<file path="config.mk">
export PLATFORM = sky130hd
export DESIGN_NAME = spi_rx_packer
export DESIGN_NICKNAME = d
export VERILOG_FILES = /design/src/rtl/spi_rx_packer.sv
export SDC_FILE = /design/constraint.sdc
export NUM_CORES = 1
export LEC_CHECK = 0
export CORE_MARGIN = 5
export CORE_UTILIZATION = 50
export CTS_BUF_LIST = sky130_fd_sc_hd__clkbuf_8 sky130_fd_sc_hd__clkbuf_16
export CTS_CLUSTER_DIAMETER = 60
export DETAILED_ROUTE_END_ITERATION = 12
export PLACE_DENSITY_LB_ADDON = 0.25
export SLEW_MARGIN = 40
export SYNTH_ARGS = -nofsm -noshare
export SYNTH_HDL_FRONTEND = slang
export SYNTH_SLANG_ARGS = --single-unit
</file>
<file path="constraint.sdc">
create_clock -name i_clock -period 2.8 [get_ports i_clock]
set_clock_uncertainty 0.05 [all_clocks]
set_input_delay 0.28 -clock i_clock [delete_from_list [all_inputs] [get_ports i_clock]]
set_output_delay 0.28 -clock i_clock [all_outputs]
set_load 0.02 [all_outputs]
</file>
<file path="src/rtl/spi_rx_packer.sv">
// spi_rx_packer: assembles MSB-first words from a qualified serial bit stream and buffers them in a FWFT FIFO.
//
// Ports:
//   i_clock        system clock, rising edge
//   i_reset        asynchronous active-low reset, synchronous release
//   i_bits_out     serial data bit from the SPI master
//   i_bit_valid    i_bits_out carries a new bit this cycle
//   i_frame_start  start of a new frame; discards any partial word
//   o_word_data    head-of-FIFO word, 0 while o_word_valid is low
//   o_word_valid   FIFO not empty
//   i_word_ready   consumer accepts the head word
//   o_level        number of stored words (0..DEPTH)
//   o_overflow     sticky flag: a completed word was dropped
//   i_clear_ovf    clears o_overflow (a same-cycle drop wins)
module spi_rx_packer #(
    parameter int DATA_W = 8,
    parameter int DEPTH  = 4
) (
    input  logic                       i_clock,
    input  logic                       i_reset,
    input  logic                       i_bits_out,
    input  logic                       i_bit_valid,
    input  logic                       i_frame_start,
    output logic [DATA_W-1:0]          o_word_data,
    output logic                       o_word_valid,
    input  logic                       i_word_ready,
    output logic [$clog2(DEPTH):0]     o_level,
    output logic                       o_overflow,
    input  logic                       i_clear_ovf
);
    localparam int BW = (DATA_W > 2) ? $clog2(DATA_W) : 1;
    localparam int PW = $clog2(DEPTH);
    localparam int LW = PW + 1;

    typedef enum logic {S_IDLE, S_SHIFT} state_t;

    state_t            r_state, w_state_n;
    logic [BW-1:0]     r_bcnt, w_bcnt_n;
    // Only DATA_W-1 bits need storing: the final bit comes straight from the input.
    logic [DATA_W-2:0] r_sh, w_sh_n;
    logic [DATA_W-1:0] w_word;
    logic              w_done;

    logic [DATA_W-1:0] r_mem [DEPTH];
    logic [PW-1:0]     r_rd_ptr, r_wr_ptr;
    logic [LW-1:0]     r_level;
    logic              r_ovf;
    logic              w_valid, w_full, w_pop, w_push, w_drop;

    assign w_word = {r_sh, i_bits_out};

    always_ff @(posedge i_clock or negedge i_reset) begin
        if (!i_reset) begin
            r_state <= S_IDLE;
            r_bcnt  <= '0;
            r_sh    <= '0;
        end else begin
            r_state <= w_state_n;
            r_bcnt  <= w_bcnt_n;
            r_sh    <= w_sh_n;
        end
    end

    always_comb begin
        w_state_n = r_state;
        w_bcnt_n  = r_bcnt;
        w_sh_n    = r_sh;
        w_done    = 1'b0;
        if (i_bit_valid && i_frame_start) begin
            // A bit arriving with frame_start is the MSB of a fresh word.
            w_state_n = S_SHIFT;
            w_bcnt_n  = BW'(1);
            w_sh_n    = (DATA_W-1)'(i_bits_out);
        end else if (i_bit_valid) begin
            w_sh_n = w_word[DATA_W-2:0];
            if (r_state == S_SHIFT && r_bcnt == BW'(DATA_W-1)) begin
                w_done    = 1'b1;
                w_state_n = S_IDLE;
                w_bcnt_n  = '0;
            end else begin
                w_state_n = S_SHIFT;
                w_bcnt_n  = r_bcnt + BW'(1);
            end
        end else if (i_frame_start) begin
            w_state_n = S_IDLE;
            w_bcnt_n  = '0;
            w_sh_n    = '0;
        end
    end

    assign w_valid = (r_level != '0);
    assign w_full  = (r_level == LW'(DEPTH));
    assign w_pop   = w_valid && i_word_ready;
    // A full FIFO still accepts a word when the head leaves in the same cycle.
    assign w_push  = w_done && (!w_full || w_pop);
    assign w_drop  = w_done && w_full && !w_pop;

    always_ff @(posedge i_clock) begin
        if (w_push) r_mem[r_wr_ptr] <= w_word;
    end

    always_ff @(posedge i_clock or negedge i_reset) begin
        if (!i_reset) begin
            r_rd_ptr <= '0;
            r_wr_ptr <= '0;
            r_level  <= '0;
            r_ovf    <= 1'b0;
        end else begin
            if (w_pop) r_rd_ptr <= r_rd_ptr + PW'(1);
            if (w_push) r_wr_ptr <= r_wr_ptr + PW'(1);
            if (w_push && !w_pop) r_level <= r_level + LW'(1);
            else if (w_pop && !w_push) r_level <= r_level - LW'(1);
            if (w_drop) r_ovf <= 1'b1;
            else if (i_clear_ovf) r_ovf <= 1'b0;
        end
    end

    assign o_word_valid = w_valid;
    assign o_word_data  = w_valid ? r_mem[r_rd_ptr] : '0;
    assign o_level      = r_level;
    assign o_overflow   = r_ovf;
endmodule
</file>
# After elaboration in Yosys (flattened, before gate mapping)
# Memories as Yosys holds them, arrays and structs flattened.
# Index checks and enable logic that the tools add are counted.
# classes
order_cmp	0
eq_ne	2
n_mul	0
div_mod_pow	0
n_shift	0
add_sub_neg	5
reduce_logical	16
bitwise_logic	0
muxes	21
# op_table
op	count
$mux 7	3
$mux 3	6
$mux 1	11
$logic_and 1x1->1	8
$mux 8	1
$add 3x1->3 const B	2
$eq 3x3->1 const B	2
$reduce_bool 3->1	2
$add 2x1->2 const B	2
$reduce_bool 2->1	2
$logic_not 1->1	3
$sub 3x1->3 const B	1
$logic_or 1x1->1	1
# totals
input_bits	7
out_inout_bits	13
romBits	0
ram_bits	32
memories	1
ff_bits	19
latch_bits	0
word_cells	52
# memory_table
name	words	width	read_ports	rd_clocked_by_memory_dff	write_ports	line_no	rtl
r_mem	4	8	1	0	1	44	logic [DATA_W-1:0] r_mem [DEPTH];

# Depth between registers and ports, before layout
# depth
ltp_word	10
mapped_depth	10

# Least setup slack after synthesis
# No wires, ideal clock.
# synth_timing
path_kind	flip-flop to flip-flop
startpoint	reg r_bcnt[0]
endpoint	reg r_level[2] (netlist: o_level[2])
setup_time_ps	80
path_stages_with_launch	11
path_slack_ps	665
path_buffers	0
arrival_time_ps	2005
period_less_slack_ps	2135
cell_sequence	dfrtp_1 -> ha_1 -> ha_1 -> nand4b_1 -> nor2_4 -> ha_1 -> inv_1 -> fa_1 -> xor2_1 -> nor2_1 -> xor2_1
# synth_via
elab_chain_len	9
# synth_lines
element	line_no	rtl
start, declared	38	logic [BW-1:0] r_bcnt, w_bcnt_n;
start signal, assigned	59	r_bcnt <= w_bcnt_n;
$eq 3x3->1 (*)	76	if (r_state == S_SHIFT && r_bcnt == BW'(DATA_W-1)) begin
$logic_and 1x1->1 (*)	76	
$mux 1 (*)	76	
$mux 1 (*)	74	end else if (i_bit_valid) begin
$mux 1 (*)	69	if (i_bit_valid && i_frame_start) begin
$logic_and 1x1->1 (*)	95	assign w_push = w_done && (!w_full || w_pop);
via w_push	48	logic w_valid, w_full, w_pop, w_push, w_drop;
$logic_not 1->1	112	else if (w_pop && !w_push) r_level <= r_level - LW'(1);
$logic_and 1x1->1	112	
$reduce_bool 2->1 (no source line)	n/a	
end signal, assigned	111	if (w_push && !w_pop) r_level <= r_level + LW'(1);
end signal, assigned	112	
end, declared	46	logic [LW-1:0] r_level;
# Mark *: on every way through the listed nets, which the timed path passes. The rest lies on a longest branch.
# A chain may end at the register's enable or synchronous reset.

# Worst setup path after layout
# layout_timing
startpoint	reg r_rd_ptr[0]
endpoint	out o_word_data[6]
# layout_via
elab_chain_len	2
# layout_lines
element	line_no	rtl
start, declared	45	logic [PW-1:0] r_rd_ptr, r_wr_ptr;
start signal, assigned	109	if (w_pop) r_rd_ptr <= r_rd_ptr + PW'(1);
$mem_v2 4x8	n/a	
$mux 8	119	assign o_word_data = w_valid ? r_mem[r_rd_ptr] : '0;
end, declared	24	output logic [DATA_W-1:0] o_word_data,
# Every way passes these cells.

==> flow_metrics.py <==
metrics = {
    "yosys": {
        "ys_types": 31,
        "synth_edf_count": 32,
        "synth_nets": 146,
        "syn_inst": 131,
        "syn_area_um2": 2170,
        "ys_seq_elements": 51,
        "synth_fa_ha_area_share_pct": 4.95,
        "seq_area_frac_synth_pct": 66.1,
        "synthFlopType": "edfxtp_1",
        "synthMuxAreaShare_pct": 12.7,
        "yosys.area.top_type": "edfxtp_1",
        "synthSimpleGateAreaFrac_pct": 9.55,
        "async_flop_share_pct": 37.3,
        "synth_xor_area_share_pct": 2.42,
        "synth_top_family_by_area": "multiplexers",
        "yosysMostFrequentCell": "edfxtp_1",
        "synth_common_cells": "edfxtp_1, dfrtp_1, and2_1",
        "yosysTopAreaCellShare_pct": 44.2,
        "syn_avg_cell_area_um2": 16.6,
        "yosysWarnings": 0,
        "synth_compound_area_share_pct": 1.90,
        "synthTopCellsByArea": "edfxtp_1, dfrtp_1, mux4_2, ha_1, and2_1",
    },
    "sta": {
        "post-route-min-period_ps": 2610,
        "finalCritPeriodShare_pct": 93.1,
        "finalHoldViolCount": 0,
        "finalSetupTns_ps": 0,
        "whs_ps": 378,
        "tightest_slew_ps": 562,
        "setup_viol": 0,
        "rsz0062_at_grt": "no",
        "maxSlewHeadroom_pct": 62.6,
        "final_max_slew_viol_count": 0,
        "fmax_ghz": 0.384,
    },
    "global_routing": {
        "grt.total_usage_pct": 13.0,
        "grt_pass1_wl_um": 5840,
        "grt_max_degree": 20,
        "antenna_found_initial": 0,
        "overflow": 0,
        "grt_pass1_vias": 1161,
    },
    "route": {
        "route.vias.total": 1109,
        "dr.pass1.iters": 4,
        "antenna_left": 0,
        "drc": 0,
        "wl_per_cell_um": 16.4,
        "drt-total-wl_um": 3420,
        "vias_per_cell": 5.33,
        "drtIter0Drc": 74,
    },
    "setup_path": {
        "reg2reg_setup_slack_ps": 380,
        "critPathSlowestCell": "dfrtp_1",
        "cp.required_ps": 2470,
        "end_kind": "output pin",
        "path_class": "reg2out",
        "cp-startpoint": "r_rd_ptr[0]$_DFFE_PN0N_",
        "start_kind": "flop",
        "cp-endpoint": "o_word_data[6]",
        "worstReg2RegStart": "o_level[0]$_DFFE_PN0P_",
        "worst_path_largest_cell_delay_ps": 710,
        "rr_worst_depth": 8,
        "crit_chain": "mux4_2, and2_1, clkdlybuf4s50_1",
        "crit_fanout": 9,
        "arrival_ps": 2280,
        "r2r_end": "o_level[2]$_DFFE_PN0P_",
    },
    "clock_network": {
        "cts_buffers": 5,
        "clk_pin_slew_ps": 90,
        "tritoncts": "done",
        "cts_root_buffer": "clkbuf_8",
        "clk_path_buf_depth": 2,
        "cts_num_sinks": 51,
        "htreeDepth": 2,
        "clock_latency_ps": 300,
        "post_cts_resized": 0,
        "postCtsSetupRepairBufs": 0,
    },
    "placement": {
        "numPortBuffers": 19,
        "gp_congestion": 0.719,
        "hpwlAfterDp_um": 2390,
    },
    "floorplanning": {
        "die_width_um": 76.0,
        "start_util_pct": 50.6,
        "dieArea_um2": 5770,
        "num_io_pins": 20,
        "coreArea_um2": 4290,
        "rows": 24,
        "die_h_um": 76.0,
    },
    "layout": {
        "nets": 170,
        "drive_gt1_share_pct": 16.0,
        "synthToLayoutAreaGrowth_pct": 17.4,
        "fillers": 315,
        "antenna_cells": 0,
    },
    "job": {
        "max_cap_violations": 0,
    },
    "run_status": {
        "status": "finished clean",
    },
    "power_and_ir_drop": {
        "ir_worst_vdd_uv": 346,
        "leakage_nw": 1.01,
        "cellPowerDensity_nw_per_um2": 838,
    },
    "worst_hold_path": {
        "min_path_type": "in2async",
    },
}
## cells by family after synthesis
| logic type | Yosys count |
|---|---|
| XOR/XNOR | 6 |
| flip-flops | 51 |
| AO/OA/AOI/OAI | 6 |
| multiplexers | 17 |
| adder cells (fa/ha/maj) | 8 |
| buffers and inverters | 9 |
| AND/OR/NAND/NOR | 34 |
## state kept, by name (all words and copies together) (netlist names)
register and flops:
r_sh 7, o_level 3, r_rd_ptr 2, r_state 1
o_overflow 1, r_bcnt 3, r_mem 32, r_wr_ptr 2
## worst min path at each step
stage / start / endpoint / slack [ps] / depth (start not counted)
3_3_place_gp: r_bcnt[0]$_DFFE_PN0P_ / r_bcnt[0]$_DFFE_PN0P_ / 450 / 2
3_5_place_dp: r_bcnt[0]$_DFFE_PN0P_ / r_bcnt[0]$_DFFE_PN0P_ / 450 / 2
4_1_cts: i_reset / o_overflow$_DFFE_PN0P_ / 430 / 1
5_1_grt: i_reset / o_overflow$_DFFE_PN0P_ / 420 / 2
2_1_floorplan: i_reset / o_level[0]$_DFFE_PN0P_ / -70 / 0
6_report: i_reset / o_overflow$_DFFE_PN0P_ / 380 / 2
## routing by layer
layer	global-route usage, %	wire length [um]	up-vias
met2	22.3	1740	22
met1	16.1	1450	561
li1	-	-	521
met4	4.27	51	0
met3	3.20	172	5
met5	0	0	-
## metrics by stage
| step | std cells | total power, W | utilization (%) | setup WS [ps] | instance area (um^2) |
|---|---|---|---|---|---|
| floorplan | 131 | 0.00135 | - | 665 | 2170 |
| global placement | 199 | 0.00156 | 56.1 | 430 | 2410 |
| detailed placement | 199 | 0.00158 | 56.1 | 343 | 2410 |
| CTS | 207 | 0.00217 | 59.3 | 120 | 2550 |
| global route | 208 | 0.00225 | 59.4 | 17.3 | 2550 |
| finish | 208 | 0.00214 | 59.4 | 194 | 2550 |
## repair_timing
item                                   4_1_cts  5_1_grt
hold buffers                                 0        1
endpoints found under the hold margin        0       19
setup endpoints to repair                    0        0
## layout by cell type, fill, tap and decap left out, types with 4 or more instances in the layout
cell type / Yosys / routed
edfxtp_1: 32 / 32
dfrtp_1: 19 / 19
clkdlybuf4s50_1: 0 / 18
and2_1: 12 / 12
nor2_1: 9 / 9
mux4_2: 8 / 8
mux2i_1: 7 / 7
ha_1: 7 / 7
clkbuf_8: 0 / 5
nand2_1: 4 / 4
xnor2_1: 4 / 4
## worst max-delay path: cells and delay by family, from the launching register on
kind          cells  cell delay, ps
buf+inv           1             530
flops             1             710
mux               1             560
simple gates      1             170
## area by class of cell
type / count / area (um^2) / area share, %
inverters: 3 / 11.3 / 0.441
flip-flops and latches: 51 / 1440 / 56.3
clock buffers: 5 / 68.8 / 2.70
well taps: 52 / 65.1 / 2.55
multi-input cells: 71 / 686 / 26.9
repair buffers: 23 / 218 / 8.53
clock inverters: 3 / 67.6 / 2.65
## report_power, final
group,internal (W),leakage (nW),total [W],switching [W]
Clock,0.000356,0.0644,0.000594,0.000238
Sequential,0.000843,0.561,0.000959,0.000116
Combinational,0.000343,0.389,0.000585,0.000242
Total,0.00154,1.01,0.00214,0.000596
No activity file was read; power rests on OpenSTA's default activity.
